--- config.mk ---
export PLATFORM = sky130hd
export DESIGN_NAME = rdma_sq_wrr_scheduler
export DESIGN_NICKNAME = d
export VERILOG_FILES = /design/src/rtl/rdma_sq_wrr_scheduler.sv
export SDC_FILE = /design/constraint.sdc
export NUM_CORES = 1
export LEC_CHECK = 0
export BUFFER_PORTS_ARGS = -buffer_cell sky130_fd_sc_hd__buf_2
export CAP_MARGIN = 25
export CELL_PAD_IN_SITES_DETAIL_PLACEMENT = 1
export CELL_PAD_IN_SITES_GLOBAL_PLACEMENT = 1
export CORE_AREA = 2 2 265 267
export CTS_BUF_LIST = sky130_fd_sc_hd__clkbuf_4 sky130_fd_sc_hd__clkbuf_8
export DETAILED_ROUTE_END_ITERATION = 16
export DIE_AREA = 0 0 267 269
export GPL_TIMING_DRIVEN = 0
export HOLD_SLACK_MARGIN = 0.03
export PLACE_DENSITY = 0.5
export SYNTH_ARGS = -nofsm -noshare
export SYNTH_HDL_FRONTEND = slang
export SYNTH_SLANG_ARGS = --single-unit
--- constraint.sdc ---
create_clock -name aclk -period 10.25 [get_ports aclk]
set_input_delay 2.05 -clock aclk [delete_from_list [all_inputs] [get_ports aclk]]
set_output_delay 2.05 -clock aclk [all_outputs]
set_load 0.02 [all_outputs]
--- src/rtl/rdma_sq_wrr_scheduler.sv ---
// Weighted round-robin scheduler moving per-region RDMA SQ commands onto the single
// network SQ, with per-region outstanding-command credit returned by completions.
module rdma_sq_wrr_scheduler #(
  parameter int N_REGIONS       = 4,
  parameter int VFID_BITS       = $clog2(N_REGIONS),
  parameter int REQ_BITS        = 128,
  parameter int WEIGHT_BITS     = 4,
  parameter int MAX_OUTSTANDING = 16,
  parameter int CNT_BITS        = $clog2(MAX_OUTSTANDING + 1)
) (
  input  logic                          aclk,
  input  logic                          areset,
  input  logic [N_REGIONS-1:0]          s_sq_valid,
  output logic [N_REGIONS-1:0]          s_sq_ready,
  input  logic [N_REGIONS*REQ_BITS-1:0] s_sq_data,
  output logic                          m_sq_valid,
  input  logic                          m_sq_ready,
  output logic [REQ_BITS-1:0]           m_sq_data,
  output logic [VFID_BITS-1:0]          m_sq_vfid,
  input  logic                          cq_valid,
  input  logic [VFID_BITS-1:0]          cq_vfid,
  input  logic                          cfg_we,
  input  logic [VFID_BITS-1:0]          cfg_vfid,
  input  logic [WEIGHT_BITS-1:0]        cfg_weight,
  output logic [N_REGIONS*CNT_BITS-1:0] outstanding,
  output logic                          cq_err
);

  typedef enum logic {IDLE = 1'b0, SEND = 1'b1} state_t;

  function automatic logic [VFID_BITS-1:0] wrap_inc(input logic [VFID_BITS-1:0] v);
    logic [VFID_BITS-1:0] r;
    if (int'(v) == N_REGIONS - 1) r = '0;
    else r = v + VFID_BITS'(1);
    return r;
  endfunction

  function automatic logic [WEIGHT_BITS:0] burst_count(input logic same_region,
                                                      input logic [WEIGHT_BITS-1:0] b);
    logic [WEIGHT_BITS:0] r;
    if (same_region) r = {1'b0, b} + (WEIGHT_BITS+1)'(1);
    else r = (WEIGHT_BITS+1)'(1);
    return r;
  endfunction

  state_t                 state, state_nxt;
  logic [WEIGHT_BITS-1:0] weight    [N_REGIONS];
  logic [CNT_BITS-1:0]    outst_cnt [N_REGIONS];
  logic [CNT_BITS-1:0]    cnt_nxt   [N_REGIONS];
  logic [VFID_BITS-1:0]   rr_ptr, rr_ptr_nxt;
  logic [WEIGHT_BITS-1:0] burst_cnt, burst_nxt;
  logic [WEIGHT_BITS:0]   count;
  logic [N_REGIONS-1:0]   eligible;
  logic [N_REGIONS-1:0]   inc_vec, dec_vec;
  logic                   found;
  logic [VFID_BITS-1:0]   sel;
  logic                   capture, handshake;
  logic                   cq_hit, cq_err_set, cfg_hit;
  logic [REQ_BITS-1:0]    data_p1;
  logic [VFID_BITS-1:0]   vfid_p1;

  always_comb begin
    for (int i = 0; i < N_REGIONS; i++) begin
      eligible[i] = s_sq_valid[i] && (weight[i] != '0) &&
                    (outst_cnt[i] < CNT_BITS'(MAX_OUTSTANDING));
    end
  end

  // Circular priority scan starting at rr_ptr; the first eligible region wins.
  always_comb begin
    found = 1'b0;
    sel   = rr_ptr;
    for (int k = 0; k < N_REGIONS; k++) begin
      int idx;
      idx = int'(rr_ptr) + k;
      if (idx >= N_REGIONS) idx = idx - N_REGIONS;
      if (!found && eligible[idx]) begin
        found = 1'b1;
        sel   = VFID_BITS'(idx);
      end
    end
  end

  always_comb begin
    state_nxt  = state;
    s_sq_ready = '0;
    capture    = 1'b0;
    handshake  = 1'b0;
    case (state)
      IDLE: begin
        // Ready is withheld during reset so no command is accepted and then lost.
        if (found && !areset) begin
          s_sq_ready[sel] = 1'b1;
          capture         = 1'b1;
          state_nxt       = SEND;
        end
      end
      SEND: begin
        if (m_sq_ready) begin
          handshake = 1'b1;
          state_nxt = IDLE;
        end
      end
      default: state_nxt = IDLE;
    endcase
  end

  always_comb begin
    count      = burst_count(sel == rr_ptr, burst_cnt);
    rr_ptr_nxt = sel;
    burst_nxt  = count[WEIGHT_BITS-1:0];
    if (count >= {1'b0, weight[sel]}) begin
      rr_ptr_nxt = wrap_inc(sel);
      burst_nxt  = '0;
    end
  end

  // A same-cycle grant and completion for one region cancel; a completion with
  // nothing outstanding (or for a nonexistent region) only flags the error.
  always_comb begin
    cq_hit     = cq_valid && (int'(cq_vfid) < N_REGIONS);
    cfg_hit    = cfg_we && (int'(cfg_vfid) < N_REGIONS);
    cq_err_set = cq_valid && !cq_hit;
    inc_vec    = '0;
    dec_vec    = '0;
    for (int i = 0; i < N_REGIONS; i++) begin
      inc_vec[i] = handshake && (int'(vfid_p1) == i);
      if (cq_hit && (int'(cq_vfid) == i)) begin
        if (outst_cnt[i] == '0) cq_err_set = 1'b1;
        else dec_vec[i] = 1'b1;
      end
      cnt_nxt[i] = outst_cnt[i];
      if (inc_vec[i] && !dec_vec[i]) cnt_nxt[i] = outst_cnt[i] + CNT_BITS'(1);
      else if (dec_vec[i] && !inc_vec[i]) cnt_nxt[i] = outst_cnt[i] - CNT_BITS'(1);
    end
  end

  always_ff @(posedge aclk) begin
    if (areset) begin
      state     <= IDLE;
      rr_ptr    <= '0;
      burst_cnt <= '0;
      cq_err    <= 1'b0;
      for (int i = 0; i < N_REGIONS; i++) begin
        weight[i]    <= WEIGHT_BITS'(1);
        outst_cnt[i] <= '0;
      end
    end else begin
      state <= state_nxt;
      if (capture) begin
        rr_ptr    <= rr_ptr_nxt;
        burst_cnt <= burst_nxt;
      end
      if (cfg_hit) weight[cfg_vfid] <= cfg_weight;
      if (cq_err_set) cq_err <= 1'b1;
      for (int i = 0; i < N_REGIONS; i++) outst_cnt[i] <= cnt_nxt[i];
    end
  end

  // Stage p1: granted command held stable for the network SQ until accepted.
  always_ff @(posedge aclk) begin
    if (areset) begin
      data_p1 <= '0;
      vfid_p1 <= '0;
    end else if (capture) begin
      data_p1 <= s_sq_data[int'(sel)*REQ_BITS +: REQ_BITS];
      vfid_p1 <= sel;
    end
  end

  assign m_sq_valid = (state == SEND);
  assign m_sq_data  = data_p1;
  assign m_sq_vfid  = vfid_p1;

  for (genvar g = 0; g < N_REGIONS; g++) begin : g_outst
    assign outstanding[g*CNT_BITS +: CNT_BITS] = outst_cnt[g];
  end

endmodule

# Yosys cells after proc, flatten, opt, wreduce, memory -nomap -nowiden
# Memories as Yosys holds them, arrays and structs flattened.
# Cells that the tools add are included.
# totals
ff_bits	138
mem_bits_rw	36
inputBits	529
out_inout_bits	156
elab_cells	181
n_memories	2
# memory_table
name	words	width	rd	rd_clocked_by_memory_dff	wr	line_no	rtl
outst_cnt	4	5	4	0	4	48	logic [CNT_BITS-1:0] outst_cnt [N_REGIONS];
weight	4	4	5	0	4	47	logic [WEIGHT_BITS-1:0] weight [N_REGIONS];
# classes
add_sub_neg	17
order_cmp	15
eq_ne	8
shifts	1
n_mux	75
bitwise_logic	5
reduce_logical	52
# ops
operator	n
$shiftx 512x10->128	1
$lt 32x4->1 const B	4
$mux 32	4
$mux 5	13
$mux 1	41
$logic_and 1x1->1	29
$add 5x1->5 const B	4
$logic_not 5->1	4
$lt 5x5->1 const B	4
$sub 5x1->5 const B	4
$mux 4	4
$reduce_bool 4->1	4
$mux 2	7
$logic_not 1->1	12
$sub 3x3->4 const B	3
$ge 3x3->1 const B	3
$bmux 1 s2	4
$eq 2x2->1 const B	4
$add 2x2->3 const B	2
$eq 2x1->1 const B	3
$add 4x1->5 const B	1
$ge 5x4->1	1
$logic_not 2->1	2
$or 1x1->1	4
other kinds (11)	11

# Longest topological paths before layout
# Gate-level depths: netlist of run 1.
# logic_depth
word_depth	22
ltp_mapped	19

# Worst setup path after synthesis of run 1
# No wires, ideal clock.
# synth_path
kind	input port to output port
startpoint	input s_sq_valid[3]
endpoint	output s_sq_ready[3]
arrival_time_ps	3663
required_time_ps	8200
slack_ps	4537
cell_stages	10
n_path_buf	3
cell_sequence	inv_1 > nor3_2 > o221ai_1 > a21o_1 > buf_4 > inv_4 > buf_6 > buf_2 > ha_1 > and2_1
# synth_between
elab_chain_len	21
# synth_rtl
element	line_no	rtl
start: declaration	13	input logic [N_REGIONS-1:0] s_sq_valid,
$logic_and 1x1->1 * (2 in series)	64	eligible[i] = s_sq_valid[i] && (weight[i] != '0) &&
$bmux 1 s2	77	if (!found && eligible[idx]) begin
$mux 1 (not written as such) (2 in series)	77	
$mux 1	77	
$logic_not 1->1	77	
$logic_and 1x1->1	77	
$mux 1	77	
$logic_not 1->1	77	
[4 not listed]	-	
$mux 2 *	77	
named net sel[0]	56	logic [VFID_BITS-1:0] sel;
$lt 2x3->1 (not written as such) / $ge 2x1->1 (equally long branches)	93	s_sq_ready[sel] = 1'b1;
$logic_and 1x1->1 (not written as such)	93	
$mux 1 (not written as such)	93	
$demux 1 s2 *	93	
$mux 4 *	92	if (found && !areset) begin
$mux 4 *	89	case (state)
end: declaration	14	output logic [N_REGIONS-1:0] s_sq_ready,
# Mark *: on every way through the listed nets, which the timed path passes. The rest lies on a longest branch. The select of a mux whose other input is x is not followed.

# Final worst setup path of run 1
# layout_path
startpoint	input s_sq_valid[3]
endpoint	output s_sq_ready[3]
# layout_between
elab_chain_len	21
# layout_rtl
element	line_no
$logic_and 1x1->1 * (2 in series)	64
$bmux 1 s2	77
$mux 1 (not written as such) (2 in series)	77
$mux 1	77
$logic_not 1->1	77
$logic_and 1x1->1	77
$mux 1	77
$logic_not 1->1	77
[3 not listed]	-
$logic_and 1x1->1	77
$mux 2	77
$lt 2x3->1 (not written as such) / $ge 2x1->1 (equally long branches)	93
$logic_and 1x1->1 (not written as such)	93
$mux 1 (not written as such)	93
$demux 1 s2	93
$mux 4 *	92
$mux 4 *	89
# Every way passes the cells marked *; elsewhere a longest branch is shown, timed or not. The select of a mux whose other input is x is not followed.

==> results of run 1 <==
where the power goes:
part           total [W]  internal (W)  switching, W  leakage, nW
logic            0.00221      0.000762       0.00145         6.06
clock network   0.000570      0.000249      0.000322        0.214
registers       0.000960      0.000851      0.000109         1.46
cells by family after synthesis:
family / after synthesis / synth area share
adder cells (fa/ha/maj): 29 / 0.03651
multiplexers: 8 / 0.009766
AND/OR/NAND/NOR: 898 / 0.3648
buffers and inverters: 133 / 0.07429
AO/OA/AOI/OAI: 199 / 0.1614
XOR/XNOR: 18 / 0.01465
flip-flops: 174 / 0.3386
worst max-delay path by stage:
stage / start / end
6_report: s_sq_valid[3] / s_sq_ready[3]
5_1_grt: s_sq_valid[3] / s_sq_ready[0]
4_1_cts: s_sq_valid[3] / s_sq_ready[3]
3_5_place_dp: s_sq_valid[3] / s_sq_ready[3]
3_3_place_gp: s_sq_valid[3] / s_sq_ready[3]
2_1_floorplan: s_sq_valid[3] / s_sq_ready[3]
sequential cells by signal, indices dropped and copies added, names as in the netlist:
register and cells:
burst_cnt 4, m_sq_vfid 2, cq_err 1, m_sq_data 128, weight 16, rr_ptr 2
outst_cnt 20, m_sq_valid 1
worst register-to-register path, stage by stage, from the launching register on:
cell and delay, ps:
edfxtp_1 440, nor4_2 440, nor3_2 160, a311oi_1 290
a21o_1 180, buf_4 190, buf_6 200, buf_2 320
nand2_1 80, and3_1 180, a31oi_1 140, ha_1 240
nand2b_1 140, a21o_1 180, a21o_1 180, a21oi_1 170
o21ai_2 120, nor2_1 230, a22o_1 160
synthesized netlist by cell type, types with 6 or more instances:
cell / number
nand2_1: 538
buf_2: 64
a21o_1: 11
a21oi_1: 32
clkbuf_1: 27
dfxtp_1: 158
nand3_1: 258
buf_4: 6
a32o_1: 128
buf_6: 26
and2_1: 16
edfxtp_1: 16
nand2b_1: 9
inv_1: 8
mux2i_1: 6
nor2_1: 37
ha_1: 25
xor2_1: 9
or3_1: 6
xnor2_1: 9
o21ai_0: 6
cell type report:
type / count / share of cell area
timing repair buffer: 685 / 0.2170
sequential: 174 / 0.2300
inverter: 10 / 0.002527
clock buffer: 18 / 0.01524
buffer: 123 / 0.04794
tap: 940 / 0.07424
antenna: 18 / 0.002843
clock inverter: 14 / 0.01137
multi-input combinational: 1152 / 0.3988
per-stage QoR:
stage	hold WS [ps]	area (sq um)	power, W	worst slack (ps)	instances
detailed placement	448.3	15380	0.003229	3382	3084
global route	483.5	15830	0.004027	3300	3128
finish	470.3	15840	0.003738	3507	3134
global placement	445.4	15360	0.003189	3491	3083
CTS	474.0	15800	0.003824	3382	3116
floorplan	461.8	10760	0.002299	4537	1459
per-layer routing:
metal / vias to the layer above / GRT usage / share of wire
met5: - / 0 / 0.0010
met1: 6714 / 0.2148 / 0.41
met3: 84 / 0.04594 / 0.058
met4: 12 / 0.06802 / 0.025
met2: 458 / 0.3275 / 0.50
li1: 6544 / - / -
==> run_results.csv, run 1 <==
group,metric,value,unit
outcome,outcome,"finished clean",
sta,worstMarginPinSlew,908.2,ps
route,routed-via-count,13812,
grt,grt_overflow,0,
clock_tree,htreeDepth,4,
placed_design,dpl.hpwl,56620,um
sta,rsz0062_at_grt,"false",
floorplanning,io_pins,685,
finish,regArea,3643,sq um
worst_setup_path,startpoint_type,"input pin",
run,max_cap_viol_count,0,
floorplanning,fp.coreArea,69300,sq um
synth,synth_top_area_frac,0.2939,
sta,clock-skew-final,28.01,ps
worst_setup_path,crit_cells,10,
power_and_ir_drop,leakagePower,7.735,nW
synth,synth_edf_count,16,
grt,grt_max_degree,18,
synth,syn_avg_cell_area,7.376,sq um
synth,async_flop_share,0,
power_and_ir_drop,power_density,236.0,nW/um^2
placed_design,gp_congestion,0.8674,
floorplanning,die_height,269,um
grt,antenna_found_initial,24,
worst_setup_path,path_cells,"buf_2 -> inv_1 -> nor3_2 -> nor4_2 -> or2_2 -> nor2_2 -> buf_2 -> buf_2 -> and2_1 -> buf_2",
power_and_ir_drop,ir_worst_vdd,0.00008628,V
worst_setup_path,worstPathRequired,8200,ps
sta,layout_min_cycle_time,6743,ps
worst_setup_path,cp_max_fo,10,
sta,fmax,148.3,MHz
worst_setup_path,crit_slowest_cell,"buf_2",
grt,grt_pass1_wl,96860,um
synth,yosysTopAreaCell,"dfxtp_1",
clock_tree,cts_hold_buffers,0,
worst_setup_path,reg2reg_from,"weight[3][0]",
route,viasPerCell,4.407,
worst_setup_path,cp.arrival,4690,ps
synth,syn_nets,2017,
worst_setup_path,crit_family,"simple AND/OR/NAND/NOR gates",
worst_setup_path,cp.buffers_inverters,5,
synth,ys_seq_elements,174,
placed_design,numPortBuffers,684,
synth,ys_warn_count,0,
synth,ys.flop_type,"dfxtp_1",
route,final_antenna_net_count,0,
finish,fillerInstances,8661,
route,drt-initial-drc-count,641,
worst_setup_path,critPathMaxStageDelay,530,ps
synth,yosysSeqAreaShare,0.3386,
sta,slew_violations,0,
grt,grt_util_all_layers,0.1848,
synth,netlist_area,10760,sq um
worst_hold_path,min_from,"m_sq_data[20]",
floorplanning,rows,97,
clock_tree,root_buffer,"clkbuf_8",
clock_tree,clk_pin_slew,100,ps
finish,multi_input_area,6319,sq um
worst_hold_path,worst_hold_path.num_cells,1,
floorplanning,start_util,0.1553,
clock_tree,cts.repair.resized,0,
synth,yosys-top-cells-area,"dfxtp_1, nand2_1, nand3_1, a32o_1, edfxtp_1",
worst_setup_path,r2r_end,"burst_cnt[1]",
grt,grt_pass1_vias,14468,
finish,drive_gt1_frac,0.3842,
finish,nets,2721,
finish,utilization,0.2286,
clock_tree,cts_setup_buffers,0,
worst_setup_path,ff2ff_path_depth,18,
sta,finalSetupTns,0,ps
route,drt_wl_total,69160,um
worst_setup_path,critPathKind,"input pin to output pin",
clock_tree,cts_tree,"done",
sta,slew_headroom,0.3946,
finish,final_common_cell,"buf_2",
clock_tree,clkLatencyLatePin,570,ps
synth,synthDistinctLibCells,51,
synth,syn_inst,1459,
finish,final_cell_mix,"buf_2, nand2_1, nand3_1",
clock_tree,cts_sinks,174,
worst_hold_path,hp-class,"flip-flop to flip-flop",
route,route.detailed.drc,0,
worst_setup_path,cp-end-kind,"output pin",
route,wl_per_cell,22.07,um
worst_setup_path,critPathMostFrequentCell,"buf_2",
finish,area_growth,47.22,%
floorplanning,die_area,71820,sq um
clock_tree,cts_inserted_buffers,17,
floorplanning,die_w,267,um
clock_tree,clk_path_buf_depth,2,
route,drtPass1Iterations,5,
worst_setup_path,r2r_slack,6160,ps
sta,hold_viol,0,
sta,setup_violations,0,
worst_hold_path,hold_path_end,"m_sq_data[20]",
sta,fin_crit_sh,0.6578,
(Power assumes the default switching activity.)
==> inputs of run 2 (changes only) <==
--- a/config.mk
+++ b/config.mk
@@ -9,10 +9,10 @@
 export CAP_MARGIN = 25
 export CELL_PAD_IN_SITES_DETAIL_PLACEMENT = 1
 export CELL_PAD_IN_SITES_GLOBAL_PLACEMENT = 1
-export CORE_AREA = 2 2 265 267
+export CORE_AREA = 2 2 266 268
 export CTS_BUF_LIST = sky130_fd_sc_hd__clkbuf_4 sky130_fd_sc_hd__clkbuf_8
 export DETAILED_ROUTE_END_ITERATION = 16
-export DIE_AREA = 0 0 267 269
+export DIE_AREA = 0 0 268 270
 export GPL_TIMING_DRIVEN = 0
 export HOLD_SLACK_MARGIN = 0.03
 export PLACE_DENSITY = 0.5
==> constraint.sdc (replaced) <==
create_clock -name aclk -period 6.3 [get_ports aclk]
set_input_delay 1.26 -clock aclk [delete_from_list [all_inputs] [get_ports aclk]]
set_output_delay 1.26 -clock aclk [all_outputs]
set_load 0.02 [all_outputs]
==> run_results.csv, run 2 (synthesis results as in run 1) <==
group,metric,value,unit
outcome,outcome,"finished clean",
sta,fin_crit_sh,0.8246,
sta,layout_min_cycle_time,5195,ps
floorplanning,die_height,270,um
placed_design,dpl.hpwl,56970,um
grt,grt_pass1_vias,14551,
route,drt-initial-drc-count,658,
power_and_ir_drop,ir_worst_vdd,0.0001336,V
worst_hold_path,hp-class,"flip-flop to flip-flop",
worst_setup_path,r2r_end,"burst_cnt[3]",
finish,area_growth,46.65,%
worst_setup_path,ff2ff_path_depth,18,
grt,antenna_found_initial,17,
placed_design,gp_congestion,0.8811,
worst_setup_path,cp-end-kind,"output pin",
run,max_cap_viol_count,0,
sta,worstMarginPinSlew,913.7,ps
finish,fillerInstances,8717,
route,route.detailed.drc,0,
grt,grt_util_all_layers,0.1860,
placed_design,pre_cts_ws,1008,ps
floorplanning,io_pins,685,
clock_tree,cts_setup_buffers,0,
finish,final_common_cell,"buf_2",
finish,nets,2721,
floorplanning,fp.coreArea,69540,sq um
grt,grt_pass1_wl,98080,um
worst_hold_path,worst_hold_path.num_cells,1,
sta,slew_headroom,0.3909,
floorplanning,die_w,268,um
placed_design,numPortBuffers,684,
clock_tree,clk_path_buf_depth,2,
sta,clock-skew-final,31.48,ps
clock_tree,cts_tree,"done",
finish,largest_reg_flops,128,
power_and_ir_drop,power_density,381.1,nW/um^2
floorplanning,die_area,72360,sq um
route,wl_per_cell,22.23,um
sta,hold_viol,0,
clock_tree,htreeDepth,4,
grt,grt_max_degree,18,
sta,fmax,192.5,MHz
clock_tree,clk_pin_slew,90,ps
clock_tree,cts_sinks,174,
worst_setup_path,r2r_slack,2120,ps
route,drtPass1Iterations,5,
clock_tree,cts_inserted_buffers,17,
worst_hold_path,hold_path_end,"m_sq_data[98]",
finish,final_cell_mix,"buf_2, nand2_1, nand3_1",
finish,multi_input_area,6319,sq um
route,final_antenna_net_count,0,
floorplanning,rows,97,
sta,whs,468.3,ps
sta,setup_violations,0,
finish,regArea,3643,sq um
worst_setup_path,reg2reg_from,"weight[3][0]",
grt,grt_overflow,0,
route,drt_wl_total,69560,um
route,viasPerCell,4.413,
power_and_ir_drop,p_total,0.006015,W
sta,slew_violations,0,
sta,rsz0062_at_grt,"false",
worst_hold_path,min_from,"m_sq_data[98]",
finish,drive_gt1_frac,0.3837,
sta,finalSetupTns,0,ps
worst_setup_path,cp.arrival,3940,ps
route,routed-via-count,13807,
worst_setup_path,critPathKind,"input pin to output pin",
worst_setup_path,cp_max_fo,10,
power_and_ir_drop,leakagePower,7.716,nW
clock_tree,root_buffer,"clkbuf_8",
worst_setup_path,worstPathRequired,5040,ps
floorplanning,start_util,0.1547,
clock_tree,cts_hold_buffers,0,
worst_setup_path,startpoint_type,"input pin",
clock_tree,clkLatencyLatePin,590,ps
clock_tree,cts.repair.resized,0,
sta,setup_slack,1105,ps
-- run 2: cell types whose count changed in the layout (fill, tap and decap cells not counted), sizes merged --
| cell | delta |
|---|---|
| bufinv | -3 |
| clkinv | -1 |
| diode | -5 |
| inv | +4 |
-- run 2: through the flow --
step             util  instances  area [sq um]
2_1_floorplan       -       1459         10760
3_3_place_gp   0.2209       3083         15360
3_5_place_dp   0.2211       3084         15380
4_1_cts        0.2265       3116         15750
5_1_grt        0.2268       3124         15770
6_report       0.2269       3129         15780
-- run 2: critical path: stages --
cell	delay, ps
buf_2	100
inv_1	60
nor3_2	410
nor4_2	150
or2_2	340
nor2_2	460
buf_2	510
buf_2	320
and2_1	160
buf_2	170
-- run 2: report_power, final --
part / total, W / internal (W) / switching (W)
sequential: 0.00156 / 0.00138 / 0.000175
combinational: 0.00362 / 0.00124 / 0.00238
clock: 0.000841 / 0.000298 / 0.000542
total: 0.00601 / 0.00292 / 0.00309
-- run 2: worst max path at each step --
| stage | from | endpoint | slack [ps] | cells after the start |
|---|---|---|---|---|
| floorplan | s_sq_valid[3] | s_sq_ready[3] | 2170 | 10 |
| global placement | s_sq_valid[3] | s_sq_ready[3] | 1060 | 10 |
| detailed placement | s_sq_valid[3] | s_sq_ready[2] | 1010 | 10 |
| CTS | s_sq_valid[3] | s_sq_ready[2] | 1000 | 10 |
| global route | s_sq_valid[3] | s_sq_ready[2] | 950 | 10 |
| finish | s_sq_valid[3] | s_sq_ready[2] | 1100 | 10 |
-- run 2: area by class of cell --
cell class / instances / share of cell area
buffer: 123 / 0.04812
tap: 940 / 0.07453
sequential: 174 / 0.2309
clock inverter: 14 / 0.007928
timing repair buffer: 685 / 0.2179
multi-input combinational: 1152 / 0.4004
antenna: 13 / 0.002061
clock buffer: 18 / 0.01570
inverter: 10 / 0.002537
-- run 2: routing by layer --
layer  vias to the layer above  GRT usage  wire length (um)
met2                       465     0.3299             35270
met4                         8    0.06263              1458
met5                         -          0                46
met3                        68    0.04358              4060
li1                       6540          -                 -
met1                      6726     0.2174             28730
==> inputs of run 3 (changes only) <==
--- a/config.mk
+++ b/config.mk
@@ -5,6 +5,7 @@
 export SDC_FILE = /design/constraint.sdc
 export NUM_CORES = 1
 export LEC_CHECK = 0
+export ABC_AREA = 1
 export BUFFER_PORTS_ARGS = -buffer_cell sky130_fd_sc_hd__buf_2
 export CAP_MARGIN = 25
 export CELL_PAD_IN_SITES_DETAIL_PLACEMENT = 1
@@ -15,7 +16,7 @@
 export DIE_AREA = 0 0 268 270
 export GPL_TIMING_DRIVEN = 0
 export HOLD_SLACK_MARGIN = 0.03
-export PLACE_DENSITY = 0.5
+export PLACE_DENSITY = 0.56
 export SYNTH_ARGS = -nofsm -noshare
 export SYNTH_HDL_FRONTEND = slang
 export SYNTH_SLANG_ARGS = --single-unit
==> constraint.sdc (replaced) <==
create_clock -name aclk -period 5.2 [get_ports aclk]
set_input_delay 1.04 -clock aclk [delete_from_list [all_inputs] [get_ports aclk]]
set_output_delay 1.04 -clock aclk [all_outputs]
set_load 0.02 [all_outputs]
==> run_results.csv, run 3 <==
group,metric,value,unit
worst_setup_path,cp-end-kind,"output pin",
outcome,outcome,"finished clean",
clock_tree,cts_sinks,174,
sta,slew_violations,0,
synth,synth_top_area_frac,0.4239,
finish,fin_area,17570,sq um
sta,fmax,217.6,MHz
floorplanning,rows,97,
synth,synth_edf_count,16,
grt,antenna_found_initial,15,
route,final_antenna_net_count,0,
synth,async_flop_share,0,
clock_tree,cts_inserted_buffers,17,
sta,setup_violations,0,
synth,yosys-top-cells-area,"nand2_1, dfxtp_1, nand3_1, edfxtp_1, nor2_1",
clock_tree,cts_tree,"done",
finish,final_cell_mix,"nand2_1, buf_2, nand3_1",
sta,worstMarginPinSlew,995.1,ps
floorplanning,die_w,268,um
route,route.detailed.drc,0,
power_and_ir_drop,power_density,603.6,nW/um^2
placed_design,gp_congestion,0.8898,
route,routed-via-count,16341,
floorplanning,die_height,270,um
sta,layout_min_cycle_time,4596,ps
worst_setup_path,path_cells,"buf_2 -> inv_1 -> nor2_1 -> nand3_1 -> nand2_1 -> nand2_1 -> nand2_4 -> nor2_4 -> nand3_4 -> nand2_2 -> nand2_2 -> inv_2 -> buf_6 -> buf_8 -> buf_6 -> ha_1 -> inv_1 -> nor2_1 -> buf_2",
sta,fin_crit_sh,0.8838,
clock_tree,clk_pin_slew,90,ps
worst_setup_path,critPathKind,"input pin to output pin",
grt,grt_util_all_layers,0.2005,
worst_setup_path,worstPathRequired,4160,ps
floorplanning,die_area,72360,sq um
floorplanning,start_util,0.1793,
sta,clock-skew-final,25.54,ps
clock_tree,clk_path_buf_depth,2,
clock_tree,htreeDepth,4,
worst_setup_path,startpoint_type,"input pin",
grt,grt_pass1_vias,16404,
route,drt-initial-drc-count,663,
sta,whs,473.2,ps
grt,grt_pass1_wl,106400,um
synth,yosysTopAreaCell,"nand2_1",
sta,slew_headroom,0.3366,
route,wl_per_cell,19.03,um
clock_tree,root_buffer,"clkbuf_8",
synth,yosysSeqAreaShare,0.2923,
worst_hold_path,hp-class,"flip-flop to flip-flop",
synth,ys_warn_count,0,
finish,nets,3519,
sta,hold_viol,0,
route,viasPerCell,4.164,
placed_design,place_inst,3880,
run,max_cap_viol_count,0,
floorplanning,io_pins,685,
grt,grt_overflow,0,
worst_setup_path,critPathMaxStageDelay,250,ps
placed_design,numPortBuffers,683,
worst_setup_path,cp.arrival,3560,ps
synth,netlist_area,12470,sq um
finish,final_common_cell,"nand2_1",
finish,drive_gt1_frac,0.2734,
synth,ys.flop_type,"dfxtp_1",
power_and_ir_drop,ir_worst_vdd,0.0001491,V
worst_setup_path,crit_slowest_cell,"buf_8",
placed_design,dpl.hpwl,62130,um
grt,grt_max_degree,18,
worst_setup_path,cp_max_fo,11,
synth,syn_nets,2813,
finish,utilization,0.2527,
synth,syn_inst,2255,
synth,synthDistinctLibCells,37,
synth,ys_seq_elements,174,
placed_design,place_area,17090,sq um
synth,yosysMostFrequentCell,"nand2_1",
sta,finalSetupTns,0,ps
route,drtPass1Iterations,4,
synth,syn_avg_cell_area,5.529,sq um
finish,area_growth,40.94,%
power_and_ir_drop,leakagePower,10.61,nW
finish,largest_reg_flops,128,
synth,synth_top_cells_by_count,"nand2_1, nand3_1, dfxtp_1, nor2_1, inv_1",
finish,layout.cells.non_filler,3924,
clock_tree,clkLatencyLatePin,560,ps
sta,rsz0062_at_grt,"false",
route,drt_wl_total,74670,um
floorplanning,fp.coreArea,69540,sq um
==> run 3: cell count changes after synthesis, sizes merged, moves of 32 or more <==
cell    previous run  this run
a32o             128         0
clkbuf            27        59
inv               10        90
nand2            538      1413
nand3            258       199
nor2              41       112
==> run 3: repair_timing <==
action | 4_1_cts | 5_1_grt
setup endpoints to repair | 0 | 2
gates resized for setup | 0 | 0
buffers inserted | 0 | 2
hold buffers | 0 | 0
==> run 3: metal layers <==
metal  up-vias  wire (um)  global-route usage
met2       389      36780              0.3547
li1       8355          -                   -
met5         -         97                   0
met4        14       1268             0.04690
met3        72       4242             0.04778
met1      7511      32280              0.2425
==> run 3: final cells by class <==
cell class,count,area (sq um)
timing repair buffer,687,3463
tap,940,1176
antenna,10,25.02
sequential,174,3643
buffer,139,703.2
fill,9351,51970
clock inverter,14,197.7
inverter,90,337.8
multi-input combinational,1852,7782
clock buffer,18,241.5
==> run 3: power by group <==
| part | leakage, nW | total (W) | internal, W | switching (W) |
|---|---|---|---|---|
| combinational | 8.94 | 0.00753 | 0.00221 | 0.00533 |
| clock | 0.213 | 0.00113 | 0.000498 | 0.000634 |
| sequential | 1.46 | 0.00194 | 0.00172 | 0.000224 |
| total | 10.6 | 0.0106 | 0.00442 | 0.00619 |
==> run 3: stage by stage <==
| stage | power, W | setup WS (ps) |
|---|---|---|
| final | 0.01061 | 604.4 |
| after global routing | 0.01175 | 122.6 |
| after CTS | 0.01087 | 10.95 |
| after detailed placement | 0.009683 | -272.1 |
| after global placement | 0.009664 | -270.9 |
| after floorplan | 0.006643 | 1278 |
==> run 3: cell families (layout without fill, tap and decap cells) <==
group	after synthesis	in the layout	share of synthesized area
flip-flops	174	174	0.2923
AO/OA/AOI/OAI	70	70	0.03232
buffers and inverters	229	948	0.08350
XOR/XNOR	12	12	0.009936
adder cells (fa/ha/maj)	29	29	0.03151
other	0	10	0
AND/OR/NAND/NOR	1741	1741	0.5505
==> run 3: path summary, 6_finish.rpt <==
path,startpoint,endpoint,slack (ps),cells past startpoint
max,s_sq_valid[1],s_sq_ready[3],600,19
min,m_sq_data[28],m_sq_data[28],470,2
max reg2reg,weight[3][0],burst_cnt[0],680,24
min reg2reg,m_sq_data[28],m_sq_data[28],470,2
==> run 3: worst max-delay path: cells and delay by family <==
family        cells  cell delay (ps)
simple gates     10             1190
buf+inv           8             1150
fa+ha+maj         1              160
